### config.mk
export PLATFORM = sky130hd
export DESIGN_NAME = matrix_scan_driver_flat
export DESIGN_NICKNAME = d
export VERILOG_FILES = /design/src/rtl/matrix_scan_driver_if.sv /design/src/rtl/matrix_scan_driver.sv /design/src/flat_wrapper.sv
export SDC_FILE = /design/constraint.sdc
export NUM_CORES = 1
export LEC_CHECK = 0
export ABC_AREA = 1
export CAP_MARGIN = 30
export CORE_MARGIN = 2
export CORE_UTILIZATION = 53
export CTS_CLUSTER_SIZE = 24
export DETAILED_ROUTE_END_ITERATION = 8
export PLACE_DENSITY = 0.8
export SYNTH_ARGS = -nofsm -noshare
export SYNTH_HDL_FRONTEND = slang
export SYNTH_SLANG_ARGS = --single-unit
### constraint.sdc
create_clock -name clk -period 4.4 [get_ports clk]
set_clock_uncertainty 0.2 [all_clocks]
set_input_delay 0.88 -clock clk [delete_from_list [all_inputs] [get_ports clk]]
set_output_delay 0.88 -clock clk [all_outputs]
set_load 0.02 [all_outputs]
### src/rtl/matrix_scan_driver_if.sv
// Codec-side bundle: row-pair request index and returned half-panel rows.
// master = row codec, slave = scan driver.
interface matrix_scan_driver_if #(
  parameter int COLS = 32
);
  logic            linesel_en;
  logic [0:COLS-1] red;
  logic [0:COLS-1] red2;
  logic [2:0]      linesel;

  modport master (
    output linesel_en, red, red2,
    input  linesel
  );

  modport slave (
    input  linesel_en, red, red2,
    output linesel
  );
endinterface

### src/rtl/matrix_scan_driver.sv
// LED panel scan driver: fetch row pair, shift out, blank, latch, display.
// Optional MATRIX_BRIGHTNESS_EN adds a 3-bit brightness input (DISP duty).
module matrix_scan_driver #(
  parameter int COLS        = 32,
  parameter int ROWS_HALF   = 8,
  parameter int CLK_DIV     = 2,
  parameter int LAT_CYCLES  = 2,
  parameter int DISP_CYCLES = 256
) (
  input  logic                clk,
  input  logic                rst,
  input  logic                start,
`ifdef MATRIX_BRIGHTNESS_EN
  input  logic [2:0]          brightness,
`endif
  matrix_scan_driver_if.slave codec,
  output logic                r1,
  output logic                r2,
  output logic                sclk,
  output logic                lat,
  output logic                oe_n,
  output logic [2:0]          addr,
  output logic                busy,
  output logic                frame_done
);

  localparam int DW = (CLK_DIV > 1) ? $clog2(CLK_DIV) : 1;
  localparam int CW = (COLS > 1) ? $clog2(COLS) : 1;
  localparam int LW = (LAT_CYCLES > 1) ? $clog2(LAT_CYCLES) : 1;
  localparam int PW = (DISP_CYCLES > 1) ? $clog2(DISP_CYCLES) : 1;

  localparam logic [DW-1:0] DIV_MAX  = DW'(CLK_DIV - 1);
  localparam logic [CW-1:0] COL_MAX  = CW'(COLS - 1);
  localparam logic [LW-1:0] LAT_MAX  = LW'(LAT_CYCLES - 1);
  localparam logic [PW-1:0] DISP_MAX = PW'(DISP_CYCLES - 1);
  localparam logic [2:0]    ROW_MAX  = 3'(ROWS_HALF - 1);

  typedef enum logic [2:0] {
    IDLE, REQ, CAP, SHIFT, BLANK, LATCH, DISP
  } state_t;

  state_t          state;
  logic [0:COLS-1] sr1;
  logic [0:COLS-1] sr2;
  logic [DW-1:0]   div;
  logic            phase;
  logic [CW-1:0]   col;
  logic [LW-1:0]   lcnt;
  logic [PW-1:0]   dcnt;
  logic [2:0]      row;
  logic [2:0]      row_nxt;
  logic            go;
  logic            first_dark;
  logic            next_dark;

  assign go      = start && codec.linesel_en;
  assign row_nxt = (row == ROW_MAX) ? 3'd0 : row + 3'd1;

  // Serial data is the head of each shift register.
  assign r1 = sr1[0];
  assign r2 = sr2[0];

`ifdef MATRIX_BRIGHTNESS_EN
  localparam int OW = $clog2(DISP_CYCLES + 1);
  logic [OW-1:0] on_cyc;
  logic [OW-1:0] on_new;
  assign on_new = OW'(((32'(brightness) + 32'd1)
                  * 32'(DISP_CYCLES)) >> 3);
  assign first_dark = (on_new == '0);
  assign next_dark  = (OW'(dcnt) + OW'(1)) >= on_cyc;
`else
  assign first_dark = 1'b0;
  assign next_dark  = 1'b0;
`endif

  always_ff @(posedge clk or posedge rst) begin
    if (rst) begin
      state         <= IDLE;
      codec.linesel <= 3'd0;
      addr          <= 3'd0;
      sr1           <= '0;
      sr2           <= '0;
      sclk          <= 1'b0;
      lat           <= 1'b0;
      oe_n          <= 1'b1;
      busy          <= 1'b0;
      frame_done    <= 1'b0;
      div           <= '0;
      phase         <= 1'b0;
      col           <= '0;
      lcnt          <= '0;
      dcnt          <= '0;
      row           <= 3'd0;
`ifdef MATRIX_BRIGHTNESS_EN
      on_cyc        <= '0;
`endif
    end else begin
      frame_done <= 1'b0;
      unique case (state)
        IDLE: begin
          if (go) begin
            state         <= REQ;
            codec.linesel <= row;
            busy          <= 1'b1;
          end
        end
        REQ: state <= CAP;
        CAP: begin
          sr1   <= codec.red;
          sr2   <= codec.red2;
          sclk  <= 1'b0;
          div   <= '0;
          phase <= 1'b0;
          col   <= '0;
          state <= SHIFT;
        end
        SHIFT: begin
          if (div != DIV_MAX) begin
            div <= div + 1'b1;
          end else begin
            div <= '0;
            if (!phase) begin
              phase <= 1'b1;
              sclk  <= 1'b1;
            end else begin
              phase <= 1'b0;
              sclk  <= 1'b0;
              sr1   <= {sr1[1:COLS-1], 1'b0};
              sr2   <= {sr2[1:COLS-1], 1'b0};
              if (col == COL_MAX) state <= BLANK;
              else col <= col + 1'b1;
            end
          end
        end
        BLANK: begin
          state <= LATCH;
          lat   <= 1'b1;
          addr  <= row;
          lcnt  <= '0;
        end
        LATCH: begin
          if (lcnt != LAT_MAX) begin
            lcnt <= lcnt + 1'b1;
          end else begin
            lat   <= 1'b0;
            oe_n  <= first_dark;
            dcnt  <= '0;
            state <= DISP;
`ifdef MATRIX_BRIGHTNESS_EN
            on_cyc <= on_new;
`endif
          end
        end
        DISP: begin
          if (dcnt != DISP_MAX) begin
            dcnt <= dcnt + 1'b1;
            oe_n <= next_dark;
          end else begin
            oe_n       <= 1'b1;
            row        <= row_nxt;
            frame_done <= (row == ROW_MAX);
            // Handshake is only re-evaluated at the row boundary.
            if (go) begin
              state         <= REQ;
              codec.linesel <= row_nxt;
            end else begin
              state <= IDLE;
              busy  <= 1'b0;
            end
          end
        end
        default: state <= IDLE;
      endcase
    end
  end

endmodule

### src/flat_wrapper.sv
// flat-port wrapper written by rule: the top's interface ports become plain ports
module matrix_scan_driver_flat 
#(
  parameter int COLS        = 32,
  parameter int ROWS_HALF   = 8,
  parameter int CLK_DIV     = 2,
  parameter int LAT_CYCLES  = 2,
  parameter int DISP_CYCLES = 256
)
  (clk, rst, start, r1, r2, sclk, lat, oe_n, addr, busy, frame_done, codec_linesel_en, codec_red, codec_red2, codec_linesel);
  matrix_scan_driver_if #(.COLS(COLS)) codec_i ();
  input  logic clk;
  input  logic rst;
  input  logic start;
  output logic r1;
  output logic r2;
  output logic sclk;
  output logic lat;
  output logic oe_n;
  output logic [2:0] addr;
  output logic busy;
  output logic frame_done;
  input wire logic [$bits(codec_i.linesel_en)-1:0] codec_linesel_en;
  input wire logic [$bits(codec_i.red)-1:0] codec_red;
  input wire logic [$bits(codec_i.red2)-1:0] codec_red2;
  output wire logic [$bits(codec_i.linesel)-1:0] codec_linesel;
  assign codec_i.linesel_en = codec_linesel_en;
  assign codec_i.red = codec_red;
  assign codec_i.red2 = codec_red2;
  assign codec_linesel = codec_i.linesel;
  matrix_scan_driver #(.COLS(COLS), .ROWS_HALF(ROWS_HALF), .CLK_DIV(CLK_DIV), .LAT_CYCLES(LAT_CYCLES), .DISP_CYCLES(DISP_CYCLES)) u_core (.clk(clk), .rst(rst), .start(start), .codec(codec_i), .r1(r1), .r2(r2), .sclk(sclk), .lat(lat), .oe_n(oe_n), .addr(addr), .busy(busy), .frame_done(frame_done));
endmodule
* Yosys cells after proc, flatten, opt, wreduce, memory -nomap -nowiden
Cells that the tools add are included.
** Storage, ports and cells
- Bits in registers :: 96
- Bits in latches :: 0
- Bits in writable memories :: 0
- ROM bits :: 0
- Bits of input ports :: 68
- Output and inout port bits :: 13
- Logic and storage cells :: 99
- Memories :: 0
** Operators by class
- $add $sub $neg :: 5
- Multiply operators :: 0
- Divide/modulo/power cells :: 0
- Magnitude comparators :: 0
- Equal/unequal tests :: 19
- Shift operators :: 0
- Multiplexer cells :: 43
- Bitwise logic cells :: 1
- Reductions and logical operators :: 16
** Operators by type and width (count)
- 2-to-1 mux 32 bit :: 4
- case mux 32 bit (2 select lines) :: 2
- 2-to-1 mux 3 bit :: 10
- case mux 3 bit (7 select lines) :: 1
- 2-to-1 mux 8 bit :: 2
- case mux 8 bit (2 select lines) :: 1
- 2-to-1 mux 5 bit :: 3
- inequality test 2 x 1 -> 1 bit, second input constant :: 7
- == test 3 bit, second input constant :: 4
- 2-to-1 mux 1 bit :: 12
- case mux 1 bit (2 select lines) :: 6
- AND reduction 4 bit :: 3
- case mux 5 bit (2 select lines) :: 1
- adder 8 x 1 -> 8 bit, second input constant :: 1
- inequality test 8 bit, second input constant :: 1
- AND reduction 2 bit :: 4
- nonzero test 2 bit :: 4
- == test 3 x 2 -> 1 bit, second input constant :: 2
- inequality test 2 bit, second input constant :: 3
- case mux 3 bit (2 select lines) :: 1
- AND reduction 3 bit :: 2
- AND reduction 6 bit :: 1
- adder 5 x 1 -> 5 bit, second input constant :: 1
- == test 5 bit, second input constant :: 1
- other kinds (6) :: 7

* Longest topological paths before layout
Gate-level depths: netlist of the first run.
- Depth after elaboration :: 5
- Gate-level depth with buffers :: 9
- Depth with buffers taken out :: 9

* Least setup slack after synthesis of the first run
OpenSTA, ideal clock, no wires.
- Path kind :: input port to flip-flop
- From :: input port start
- To :: register u_core.codec.linesel[0]
- Setup time :: 0.117 ns
- Arrival time :: 1.471 ns
- Data required time :: 4.083 ns
- Path slack :: 2.612 ns
- Cell stages on the path :: 7
- Buffers on the path :: 0
- Cell sequence :: nand2_1 -> inv_1 -> nand3_1 -> o21ai_1 -> nand2_1 -> nand2_1 -> nand2_1
** Between the ends
- Word-level cells in the longest chain between the ends :: 3
- Elaborated cells on any way between the ends :: 4
- Classes of those cells :: eq/ne: 2; reduce/logical: 2
** Ends and longest elaborated chain
- start: declaration :: RTL line flat_wrapper.sv:14 : input logic start;
- logical AND 1 bit * :: RTL line matrix_scan_driver.sv:56 : assign go = start && codec.linesel_en;
- inequality test 2 x 1 -> 1 bit (no line)
- AND reduction 4 bit (no line) *
- end signal: assignment :: RTL line matrix_scan_driver.sv:103 : codec.linesel <= row;
- end signal: assignment :: RTL line matrix_scan_driver.sv:165 : codec.linesel <= row_nxt;
- end: declaration :: RTL line matrix_scan_driver_if.sv:18 : output linesel
Mark *: on every way between the ends. The rest lies on a longest branch, timed or not.
A chain may end at the register's enable or synchronous reset.

* Worst setup path in the final report of the first run
- From :: register u_core.oe_n
- To :: output port oe_n
** RTL lines
- start: declaration :: RTL line matrix_scan_driver.sv:21 : output logic oe_n,
- start signal: assignment :: RTL line matrix_scan_driver.sv:146 : oe_n <= first_dark;
- start signal: assignment :: RTL line matrix_scan_driver.sv:157 : oe_n <= next_dark;
- end: declaration :: RTL line flat_wrapper.sv:19 : output logic oe_n;
No word-level cell between the ends.

==> impl_summary.log, run 1 <==
INFO  metric run_status = finished clean
INFO  metric final_estimated_routing_congestion_in_global_placement = 0.841
INFO  metric power_frac_seq = 0.423
INFO  metric power.switching = 1.30 mW
INFO  metric grt_pass1_vias = 4007
INFO  metric yosysWarnings = 0
INFO  metric cellPowerDensity = 565 nW/µm²
INFO  metric crit_path_start_kind = flip-flop
INFO  metric fp-row-count = 34
INFO  metric post-route-cell-area = 5770 µm²
INFO  metric timing.critical_path.max_delay_family = buffers and inverters
INFO  metric route.detailed.wl_per_inst = 12.7 µm
INFO  metric synthesis.area = 4760 µm²
INFO  metric crit_path_max_fanout = 2
INFO  metric final.setup.tns = 0 ns
INFO  metric floorplan.initialDensity = 0.546
INFO  metric worstHoldStart = u_core.codec.linesel[1]
INFO  metric post_cts_resized = 0
INFO  metric post_dp_cell_area = 5580 µm²
INFO  metric intPower = 1.96 mW
INFO  metric worst_skew_pair.late_latency = 0.36 ns
INFO  metric max-cap-violations = 0
INFO  metric synth_top_cell_area_share = 0.499
INFO  metric synth_fp_nets = 694
INFO  metric worstReg2RegStart = u_core.state[1]
INFO  metric max_slew.worst_pin.slew = 0.997 ns
INFO  metric timing.final.hold_violations = 0
INFO  metric clock-root-buffer = clkbuf_8
INFO  metric critical_path.reg2reg.endpoint = u_core.sr2[12]
INFO  metric route.detailed.drc = 0
INFO  metric synth.yosys.seq_area_share = 0.504
INFO  metric finish.net_count = 760
INFO  metric critical_path.startpoint = u_core.oe_n
INFO  metric fillerInstances = 723
INFO  metric hold-path-endpoint = u_core.codec.linesel[1]
INFO  metric route.vias.total = 4084
INFO  metric flow.area_growth_from_synthesis = 21.2%
INFO  metric critPathArrivalTime = 1.51 ns
INFO  metric grt_setup_unrepaired = false
INFO  metric route.detailed.vias_per_inst = 5.11
INFO  metric netSwitchingFraction = 0.399
INFO  metric die_w = 98.8 µm
INFO  metric crit_path_end_kind = output port
INFO  metric ff2ff_setup_slack = 1.84 ns
INFO  metric number_of_synthesized_register_bits = 96
INFO  metric hold_buffers = 0
INFO  metric buffer_ports.inserted = 80
INFO  metric drt-total-wl = 10200 µm
INFO  metric worst_ir_drop_vdd = 0.333 mV
INFO  metric htree_num_levels = 3
INFO  metric antenna_violating_nets_post_route = 0
INFO  metric gr-usage-all-layers = 0.222
INFO  metric cts.sinks = 96
INFO  metric number_of_antenna_repair_diodes = 0
INFO  metric max_clock_freq = 0.386 GHz
INFO  metric post_cts_buffers = 0
INFO  metric place.detailed.instances = 784
INFO  metric cpMaxStageDelayCell = clkdlybuf4s50_1
INFO  metric slew_viol_final = 0
INFO  metric rel_slew_slack = 0.335
INFO  metric drive_above_1_share = 0.0434
INFO  metric synth.top_cells.by_area = dfrtp_1 50%, nand2_1 15%, o21ai_0 13%
INFO  metric grt-ovfl-total = 0
INFO  metric stdcell_count = 800
INFO  metric place.detailed.hpwl = 6960 µm
INFO  metric post-route-min-period = 2.59 ns
INFO  metric worstHoldPathType = reg -> reg
INFO  metric critPathRequiredTime = 3.32 ns
INFO  metric crit_buf_inv = 1
INFO  metric core_region_area = 8720 µm²
INFO  metric worst-setup-path-type = reg -> out
INFO  metric antenna_found_initial = 0
INFO  metric drtIter0Drc = 275
INFO  metric cts_clk_pin_slew_worst_paths = 0.09 ns
INFO  metric min_delay_path_depth = 2
INFO  metric cts_buffers = 9
INFO  metric timing.reg2reg.worst_path_depth = 7
INFO  metric power.leakage = 2.73 nW
INFO  metric synthDominantAreaCellType = dfrtp_1
INFO  metric comb_power_share = 0.400
INFO  metric yosys.cell_types.count = 27
INFO  metric finalSetupViolCount = 0
INFO  metric final_min_period_over_clock_period = 0.588
INFO  metric most-common-layout-cells = 187 x nand2_1, 122 x o21ai_0, 95 x dfrtp_1
INFO  metric ctsLongestPathBuffers = 2
INFO  metric clkPwrFrac = 0.177
INFO  metric first_pass_grt_wire_length = 17800 µm
INFO  metric cpPeakStageDelay = 0.60 ns
INFO  metric tritoncts_clock_tree = built
INFO  metric floorplan.die.height = 98.8 µm
INFO  metric ioPinCount = 81
INFO  metric timing.critical_path.cells = clkdlybuf4s50_1
INFO  metric design.die.area = 9760 µm²
INFO  metric postSynthAreaPerCell = 7.67 µm²
INFO  metric totalPowerFinal = 3.26 mW
INFO  metric timing.final.ws_setup = 1.81 ns
INFO  metric layout.cells.most_common = nand2_1
INFO  metric synthCells = 621
INFO  metric first_pass_iters = 5
INFO  metric largest_net_degree_at_the_start_of_global_routing = 124
INFO  metric detailedPlace.worstSlack = 1.89 ns
final cells by class:
class	count	area (µm²)	share of cell area
sequential	96	2400	0.416
multi-input combinational	408	1870	0.324
timing repair buffer	84	831	0.144
inverter	88	333	0.0576
clock buffer	12	145	0.0251
tap	108	135	0.0234
clock inverter	4	53.8	0.00932
worst max path at each step:
| stage | end | slack, ns | depth (start not counted) |
|---|---|---|---|
| 2_1_floorplan | u_core.addr[0] | 0.82 | 1 |
| 3_3_place_gp | u_core.sr2[9] | 1.98 | 6 |
| 3_5_place_dp | u_core.sr2[10] | 1.89 | 6 |
| 4_1_cts | oe_n | 1.80 | 1 |
| 5_1_grt | u_core.sr2[20] | 1.61 | 7 |
| 6_report | oe_n | 1.81 | 1 |
synthesized netlist by cell type:
cell / number
buf_4: 2
inv_1: 87
nor2_2: 3
xor2_1: 2
inv_2: 1
nand2_2: 1
a31oi_1: 1
buf_6: 4
nand4_1: 3
nand3_2: 1
nor2_1: 27
clkbuf_1: 8
nand2_1: 187
ha_1: 5
nor2_4: 1
o21ai_1: 26
nand3_1: 21
or2_2: 1
o22ai_1: 1
dfstp_2: 1
nor2_8: 1
a21oi_1: 3
xnor2_1: 1
buf_2: 15
o21ai_0: 122
o21ai_2: 1
dfrtp_1: 95
kinds of logic (layout without fill, tap and decap cells):
kind of cell / count (synthesis) / after routing / synth area share
buffers and inverters: 117 / 188 / 0.104
DFF: 96 / 96 / 0.504
AOI/OAI and AO/OA: 154 / 154 / 0.163
and+or+nand+nor: 246 / 246 / 0.210
adders and majority gates: 5 / 5 / 0.0131
xor gates and xnor gates: 3 / 3 / 0.00552
power by group through the flow:
stage	sequential, mW	combinational (mW)	clock (mW)
after detailed placement	1.40	1.29	0
after global routing	1.41	1.52	0.628
final	1.38	1.31	0.577
after global placement	1.38	1.25	0
after floorplan	1.38	1.03	0
after CTS	1.38	1.31	0.588
through the flow:
step | hold WS (ns) | utilization
after CTS | 0.287 | 0.662
after global routing | 0.309 | 0.662
after global placement | 0.261 | 0.639
after detailed placement | 0.268 | 0.639
after floorplan | 0.259 | -
final | 0.289 | 0.662
state kept, by name, summed over array words and instances (netlist names):
| register | flops |
|---|---|
| u_core.col | 5 |
| u_core.row | 3 |
| u_core.lcnt | 1 |
| u_core.sr1 | 32 |
| u_core.sr2 | 32 |
| u_core.addr | 3 |
| u_core.phase | 1 |
| u_core.state | 3 |
| u_core.dcnt | 8 |
| u_core.frame_done | 1 |
| u_core.codec.linesel | 3 |
| u_core.div | 1 |
| u_core.lat | 1 |
| u_core.oe_n | 1 |
| u_core.busy | 1 |
routing by layer:
layer / vias up / track usage / part of all wire
met3: 11 / 0.0489 / 0.048
li1: 2081 / - / -
met4: 0 / 0.0674 / 0.013
met1: 1920 / 0.297 / 0.44
met2: 72 / 0.366 / 0.50
met5: - / 0 / 0
No activity file was read; power rests on OpenSTA's default activity.
==> run 2: changes to the inputs <==
- CORE_UTILIZATION: 53 -> 48
- PLACE_DENSITY: 0.8 -> 0.76
- clock period: 4.4 -> 2.25 ns (I/O delays scaled with it)
==> run 2 against run 1 <==
- combinational power grew 100%
- clock power grew 96%
- final cell count grew 3.8%
- design area grew 2.1%
- largest cell class unchanged
- worst hold slack gained 0.0035 ns
- count of clock-buffer cells in the layout shrank 1
- setup slack lost 1.7 ns
- critical endpoint unchanged
- via count grew 0.59%
==> impl_summary.log, run 2 (synthesis gave the netlist of run 1 again) <==
INFO  metric run_status = finished clean (unchanged)
INFO  metric post_cts_resized = 0 (unchanged)
INFO  metric first_pass_grt_wire_length = 17500 µm (was 17800 µm)
INFO  metric crit_path_end_kind = output port (unchanged)
INFO  metric place.detailed.instances = 814 (was 784)
INFO  metric ioPinCount = 81 (unchanged)
INFO  metric post_dp_cell_area = 5700 µm² (was 5580 µm²)
INFO  metric hold_buffers = 0 (unchanged)
INFO  metric die_w = 104 µm (was 98.8 µm)
INFO  metric flow.area_growth_from_synthesis = 23.7% (was 21.2%)
INFO  metric place.detailed.hpwl = 6730 µm (was 6960 µm)
INFO  metric route.detailed.drc = 0 (unchanged)
INFO  metric timing.final.ws_setup = 0.102 ns (was 1.81 ns)
INFO  metric worst-setup-path-type = reg -> out (unchanged)
INFO  metric drive_above_1_share = 0.0516 (was 0.0434)
INFO  metric drtIter0Drc = 173 (was 275)
INFO  metric detailedPlace.worstSlack = 0.310 ns (was 1.89 ns)
INFO  metric first_pass_iters = 4 (was 5)
INFO  metric stdcell_count = 830 (was 800)
INFO  metric most-common-layout-cells = 187 x nand2_1, 122 x o21ai_0, 95 x dfrtp_1 (unchanged)
INFO  metric worstHoldPathType = reg -> reg (unchanged)
INFO  metric timing.critical_path.cells = clkdlybuf4s50_1 (unchanged)
INFO  metric drt-total-wl = 9940 µm (was 10200 µm)
INFO  metric crit_path_start_kind = flip-flop (unchanged)
INFO  metric rel_slew_slack = 0.632 (was 0.335)
INFO  metric design.die.area = 10700 µm² (was 9760 µm²)
INFO  metric route.detailed.vias_per_inst = 4.95 (was 5.11)
INFO  metric core_region_area = 9680 µm² (was 8720 µm²)
INFO  metric crit_buf_inv = 1 (unchanged)
INFO  metric grt_setup_unrepaired = false (unchanged)
INFO  metric layout.cells.most_common = nand2_1 (unchanged)
INFO  metric crit_path_max_fanout = 2 (unchanged)
INFO  metric worst_skew_pair.late_latency = 0.36 ns (about the same)
INFO  metric post_cts_buffers = 0 (unchanged)
INFO  metric worst_ir_drop_vdd = 0.503 mV (was 0.333 mV)
INFO  metric grt_pass1_vias = 3964 (was 4007)
INFO  metric timing.final.hold_violations = 0 (unchanged)
INFO  metric timing.critical_path.max_delay_family = buffers and inverters (unchanged)
INFO  metric post-route-cell-area = 5890 µm² (was 5770 µm²)
INFO  metric biggestRegsByFlops = u_core.sr1: 32 flops, u_core.sr2: 32 flops, u_core.dcnt: 8 flops (unchanged)
INFO  metric gr-usage-all-layers = 0.196 (was 0.222)
INFO  metric finalCoreUtilization = 0.609 (was 0.662)
INFO  metric final_estimated_routing_congestion_in_global_placement = 0.817 (was 0.841)
INFO  metric cpPeakStageDelay = 0.59 ns (was 0.60 ns)
INFO  metric cts_buffers = 9 (unchanged)
INFO  metric floorplan.die.height = 104 µm (was 98.8 µm)
INFO  metric max_clock_freq = 0.466 GHz
INFO  metric cts_clk_pin_slew_worst_paths = 0.09 ns (about the same)
INFO  metric fp-row-count = 36 (was 34)
INFO  metric max_slew.worst_pin.slew = 0.551 ns (was 0.997 ns)
INFO  metric minimum_hold_slack = 0.292 ns (was 0.289 ns)
INFO  metric post-route-min-period = 2.15 ns
INFO  metric antenna_found_initial = 0 (unchanged)
INFO  metric ctsLongestPathBuffers = 2 (unchanged)
INFO  metric buffer_ports.inserted = 80 (unchanged)
INFO  metric max-cap-violations = 0 (unchanged)
INFO  metric grt-ovfl-total = 0 (unchanged)
INFO  metric largest_net_degree_at_the_start_of_global_routing = 97 (was 124)
INFO  metric slew_viol_final = 0 (unchanged)
INFO  metric final.setup.tns = 0 ns (unchanged)
INFO  metric htree_num_levels = 3 (unchanged)
INFO  metric critPathArrivalTime = 1.50 ns (was 1.51 ns)
INFO  metric tritoncts_clock_tree = built (unchanged)
INFO  metric final_min_period_over_clock_period = 0.955
INFO  metric finish.net_count = 765 (was 760)
INFO  metric number_of_antenna_repair_diodes = 0 (unchanged)
INFO  metric clock-root-buffer = clkbuf_8 (unchanged)
INFO  metric cellPowerDensity = 1100 nW/µm² (was 565 nW/µm²)
INFO  metric floorplan.initialDensity = 0.492 (was 0.546)
INFO  metric critPathRequiredTime = 1.60 ns (was 3.32 ns)
INFO  metric cpMaxStageDelayCell = clkdlybuf4s50_1 (unchanged)
INFO  metric route.vias.total = 4108 (was 4084)
INFO  metric totalPowerFinal = 6.46 mW (was 3.26 mW)
INFO  metric cts.sinks = 96 (unchanged)
INFO  metric power.leakage = 2.77 nW (was 2.73 nW)
INFO  metric finalSetupViolCount = 0 (unchanged)
INFO  metric antenna_violating_nets_post_route = 0 (unchanged)
INFO  metric route.detailed.wl_per_inst = 12.0 µm (was 12.7 µm)
[run 2: power breakdown]
part	switching, mW	total [mW]	internal (mW)
logic	1.67	2.65	0.979
registers	0.276	2.68	2.41
clock network	0.590	1.13	0.543
[run 2: worst reg2reg max path, stage by stage, from the launching register on]
cell and delay [ns]:
dfrtp_1 0.43, ha_1 0.23, nand2_1 0.08, nor2_1 0.27
nand3_1 0.14, o21ai_1 0.29, o21ai_0 0.19
[run 2: area by class of cell]
| type | count | area [µm²] |
|---|---|---|
| fillers | 860 | 3790 |
| flip-flops and latches | 96 | 2400 |
| multi-input cells | 408 | 1870 |
| repair buffers | 89 | 918 |
| inverters | 88 | 334 |
| well taps | 133 | 166 |
| clock buffers | 11 | 141 |
| clock inverters | 5 | 56.3 |
[run 2: worst paths after layout]
kind / cells after the start / slack [ns] / start / end
setup / recovery: 1 / 0.10 / u_core.oe_n / oe_n
hold / removal: 2 / 0.29 / u_core.addr[1] / u_core.addr[1]
setup reg to reg: 6 / 0.29 / u_core.dcnt[0] / u_core.dcnt[5]
hold reg to reg: 2 / 0.29 / u_core.addr[1] / u_core.addr[1]
max in group asynchronous: 3 / 1.05 / rst / u_core.sr1[17]
min in group asynchronous: 3 / 0.32 / rst / u_core.col[1]
[run 2: routing by layer]
metal	global-route usage	vias to the layer above	wire (µm)
met5	0	-	0
met4	0.0840	0	183
met3	0.0371	16	415
met1	0.259	1913	4780
li1	-	2093	-
met2	0.318	86	4560
==> run 3: changes to the inputs <==
- CORE_UTILIZATION: 48 -> 53
- PLACE_DENSITY: 0.76 -> 0.8
- clock period: 2.25 -> 2.1 ns (I/O delays scaled with it)
==> run 3 against run 2 <==
- global-route usage grew 2.1 points
- critical endpoint is now sclk
- setup slack lost 0.035 ns
- non-clock buffer count grew 3
- largest cell class unchanged
- combinational power grew 9.4%
- worst hold slack lost 0.023 ns
==> impl_summary.log, run 3 (synthesis gave the netlist of run 1 again) <==
INFO  metric run_status = finished clean (unchanged)
INFO  metric route.detailed.wl_per_inst = 12.4 µm (was 12.0 µm)
INFO  metric antenna_found_initial = 0 (unchanged)
INFO  metric first_pass_grt_wire_length = 17400 µm (was 17500 µm)
INFO  metric cpMaxStageDelayCell = clkdlybuf4s50_1 (unchanged)
INFO  metric timing.critical_path.max_delay_family = buffers and inverters (unchanged)
INFO  metric route.detailed.drc = 0 (unchanged)
INFO  metric grt_pass1_vias = 3942 (was 3964)
INFO  metric met3RoutedLength = 514 µm (was 415 µm)
INFO  metric design.die.area = 9760 µm² (was 10700 µm²)
INFO  metric cpPeakStageDelay = 0.64 ns (was 0.59 ns)
INFO  metric post_dp_cell_area = 5690 µm² (was 5700 µm²)
INFO  metric route.top_layer_used = met4 (unchanged)
INFO  metric antenna_violating_nets_post_route = 0 (unchanged)
INFO  metric finalSetupViolCount = 0 (unchanged)
INFO  metric finish.net_count = 768 (was 765)
INFO  metric max-cap-violations = 0 (unchanged)
INFO  metric number_of_antenna_repair_diodes = 0 (unchanged)
INFO  metric worst_ir_drop_vdd = 0.765 mV (was 0.503 mV)
INFO  metric wl_met1 = 4640 µm (was 4780 µm)
INFO  metric post-route-min-period = 2.03 ns
INFO  metric crit_buf_inv = 1 (unchanged)
INFO  metric crit_path_start_kind = flip-flop (unchanged)
INFO  metric route.vias.total = 4093 (was 4108)
INFO  metric tritoncts_clock_tree = built (unchanged)
INFO  metric critPathArrivalTime = 1.41 ns (was 1.50 ns)
INFO  metric final_min_period_over_clock_period = 0.968
INFO  metric cellPowerDensity = 1190 nW/µm² (was 1100 nW/µm²)
INFO  metric worst-setup-path-type = reg -> out (unchanged)
INFO  metric final.setup.tns = 0 ns (unchanged)
INFO  metric htree_num_levels = 3 (unchanged)
INFO  metric detailedPlace.worstSlack = 0.136 ns (was 0.310 ns)
INFO  metric post_cts_buffers = 0 (unchanged)
INFO  metric crit_path_max_fanout = 3 (was 2)
INFO  metric stdcell_count = 808 (was 830)
INFO  metric power_frac_seq = 0.409 (was 0.415)
INFO  metric fp-row-count = 34 (was 36)
INFO  metric buffer_ports.inserted = 80 (unchanged)
INFO  metric floorplan.initialDensity = 0.546 (was 0.492)
INFO  metric timing.final.hold_violations = 0 (unchanged)
INFO  metric max_slew.worst_pin.slew = 0.535 ns (was 0.551 ns)
INFO  metric post-route-cell-area = 5880 µm² (was 5890 µm²)
INFO  metric flow.area_growth_from_synthesis = 23.4% (was 23.7%)
INFO  metric floorplan.die.height = 98.8 µm (was 104 µm)
INFO  metric rel_slew_slack = 0.643 (was 0.632)
INFO  metric drt-total-wl = 10000 µm (was 9940 µm)
INFO  metric final_estimated_routing_congestion_in_global_placement = 0.877 (was 0.817)
INFO  metric cts_buffers = 9 (unchanged)
INFO  metric ioPinCount = 81 (unchanged)
INFO  metric grt-ovfl-total = 0 (unchanged)
INFO  metric place.detailed.hpwl = 6850 µm (was 6730 µm)
INFO  metric biggestRegsByFlops = u_core.sr1: 32 flops, u_core.sr2: 32 flops, u_core.dcnt: 8 flops (unchanged)
INFO  metric grt_setup_unrepaired = false (unchanged)
INFO  metric first_pass_iters = 4 (unchanged)
INFO  metric crit_path_end_kind = output port (unchanged)
INFO  metric place.detailed.instances = 792 (was 814)
INFO  metric route.detailed.vias_per_inst = 5.07 (was 4.95)
INFO  metric detailroute.wirelength.met2 = 4740 µm (was 4560 µm)
INFO  metric drtIter0Drc = 203 (was 173)
INFO  metric die_w = 98.8 µm (was 104 µm)
INFO  metric gr-usage-all-layers = 0.217 (was 0.196)
INFO  metric largest_net_degree_at_the_start_of_global_routing = 124 (was 97)
INFO  metric cts.sinks = 96 (unchanged)
INFO  metric layout.cells.most_common = nand2_1 (unchanged)
INFO  metric max_clock_freq = 0.492 GHz
INFO  metric netSwitchingFraction = 0.399 (was 0.392)
INFO  metric comb_power_share = 0.415 (was 0.409)
INFO  metric worst_skew_pair.late_latency = 0.37 ns (was 0.36 ns)
INFO  metric slew_viol_final = 0 (unchanged)
INFO  metric core_region_area = 8720 µm² (was 9680 µm²)
INFO  metric most-common-layout-cells = 187 x nand2_1, 122 x o21ai_0, 95 x dfrtp_1 (unchanged)
INFO  metric clkPwrFrac = 0.176 (was 0.175)
INFO  metric power.switching = 2.79 mW (was 2.53 mW)
INFO  metric power.leakage = 2.79 nW (was 2.77 nW)
INFO  metric timing.critical_path.cells = clkdlybuf4s50_1 (unchanged)
INFO  metric critPathRequiredTime = 1.48 ns (was 1.60 ns)
INFO  metric cts_clk_pin_slew_worst_paths = 0.09 ns (about the same)
INFO  metric drive_above_1_share = 0.0557 (was 0.0516)
INFO  metric ctsLongestPathBuffers = 2 (unchanged)
INFO  metric timing.final.ws_setup = 0.0668 ns (was 0.102 ns)
INFO  metric clock-root-buffer = clkbuf_8 (unchanged)
INFO  metric worstHoldPathType = in -> async (was reg -> reg)
INFO  metric intPower = 4.20 mW (was 3.93 mW)
[run 3: cell count changes in the layout (fill, tap and decap cells not counted), sizes merged]
cell / delta
buf: +3
inv: +2
clkbuf: -1
clkdlybuf4s50: -1
clkinvlp: -1
dlygate4sd2: +1
[run 3: cell type report]
cell class / count / area, µm²
multi-input cells: 408 / 1870
well taps: 108 / 135
fillers: 740 / 2840
flip-flops and latches: 96 / 2400
inverters: 88 / 334
clock inverters: 6 / 66.3
repair buffers: 92 / 940
clock buffers: 10 / 128
[run 3: power groups by stage]
| stage | Combinational (mW) | Sequential, mW | Clock, mW |
|---|---|---|---|
| 2_1_floorplan | 2.15 | 2.88 | 0 |
| 3_3_place_gp | 2.78 | 2.86 | 0 |
| 3_5_place_dp | 2.89 | 2.89 | 0 |
| 4_1_cts | 2.92 | 2.86 | 1.25 |
| 5_1_grt | 3.36 | 2.94 | 1.33 |
| 6_report | 2.90 | 2.86 | 1.23 |
[run 3: routing by layer]
layer	vias up	GRT usage
met3	11	0.0383
met4	0	0.0695
li1	2100	-
met5	-	0
met1	1888	0.287
met2	94	0.366
[run 3: timing repair]
| action | in CTS | in global routing |
|---|---|---|
| setup endpoints to repair | 1 | 0 |
| gates resized for setup | 1 | 0 |
| hold buffers | 0 | 0 |
[run 3: worst paths after layout]
path	startpoint	endpoint	slack [ns]	cells after the start
max	u_core.phase	sclk	0.07	1
min	rst	u_core.state[2]	0.27	3
max reg2reg	u_core.col[0]	u_core.state[0]	0.12	9
min reg2reg	u_core.lat	u_core.lat	0.30	2
max in group asynchronous	rst	u_core.phase	1.02	3
min in group clk	u_core.lat	u_core.lat	0.30	2
[run 3: stage by stage]
step            util  hold slack, ns  total power, mW
6_report       0.674           0.269             6.99
5_1_grt        0.674           0.309             7.62
4_1_cts        0.674           0.283             7.03
3_5_place_dp   0.652           0.265             5.79
3_3_place_gp   0.652           0.263             5.64
2_1_floorplan      -           0.259             5.03
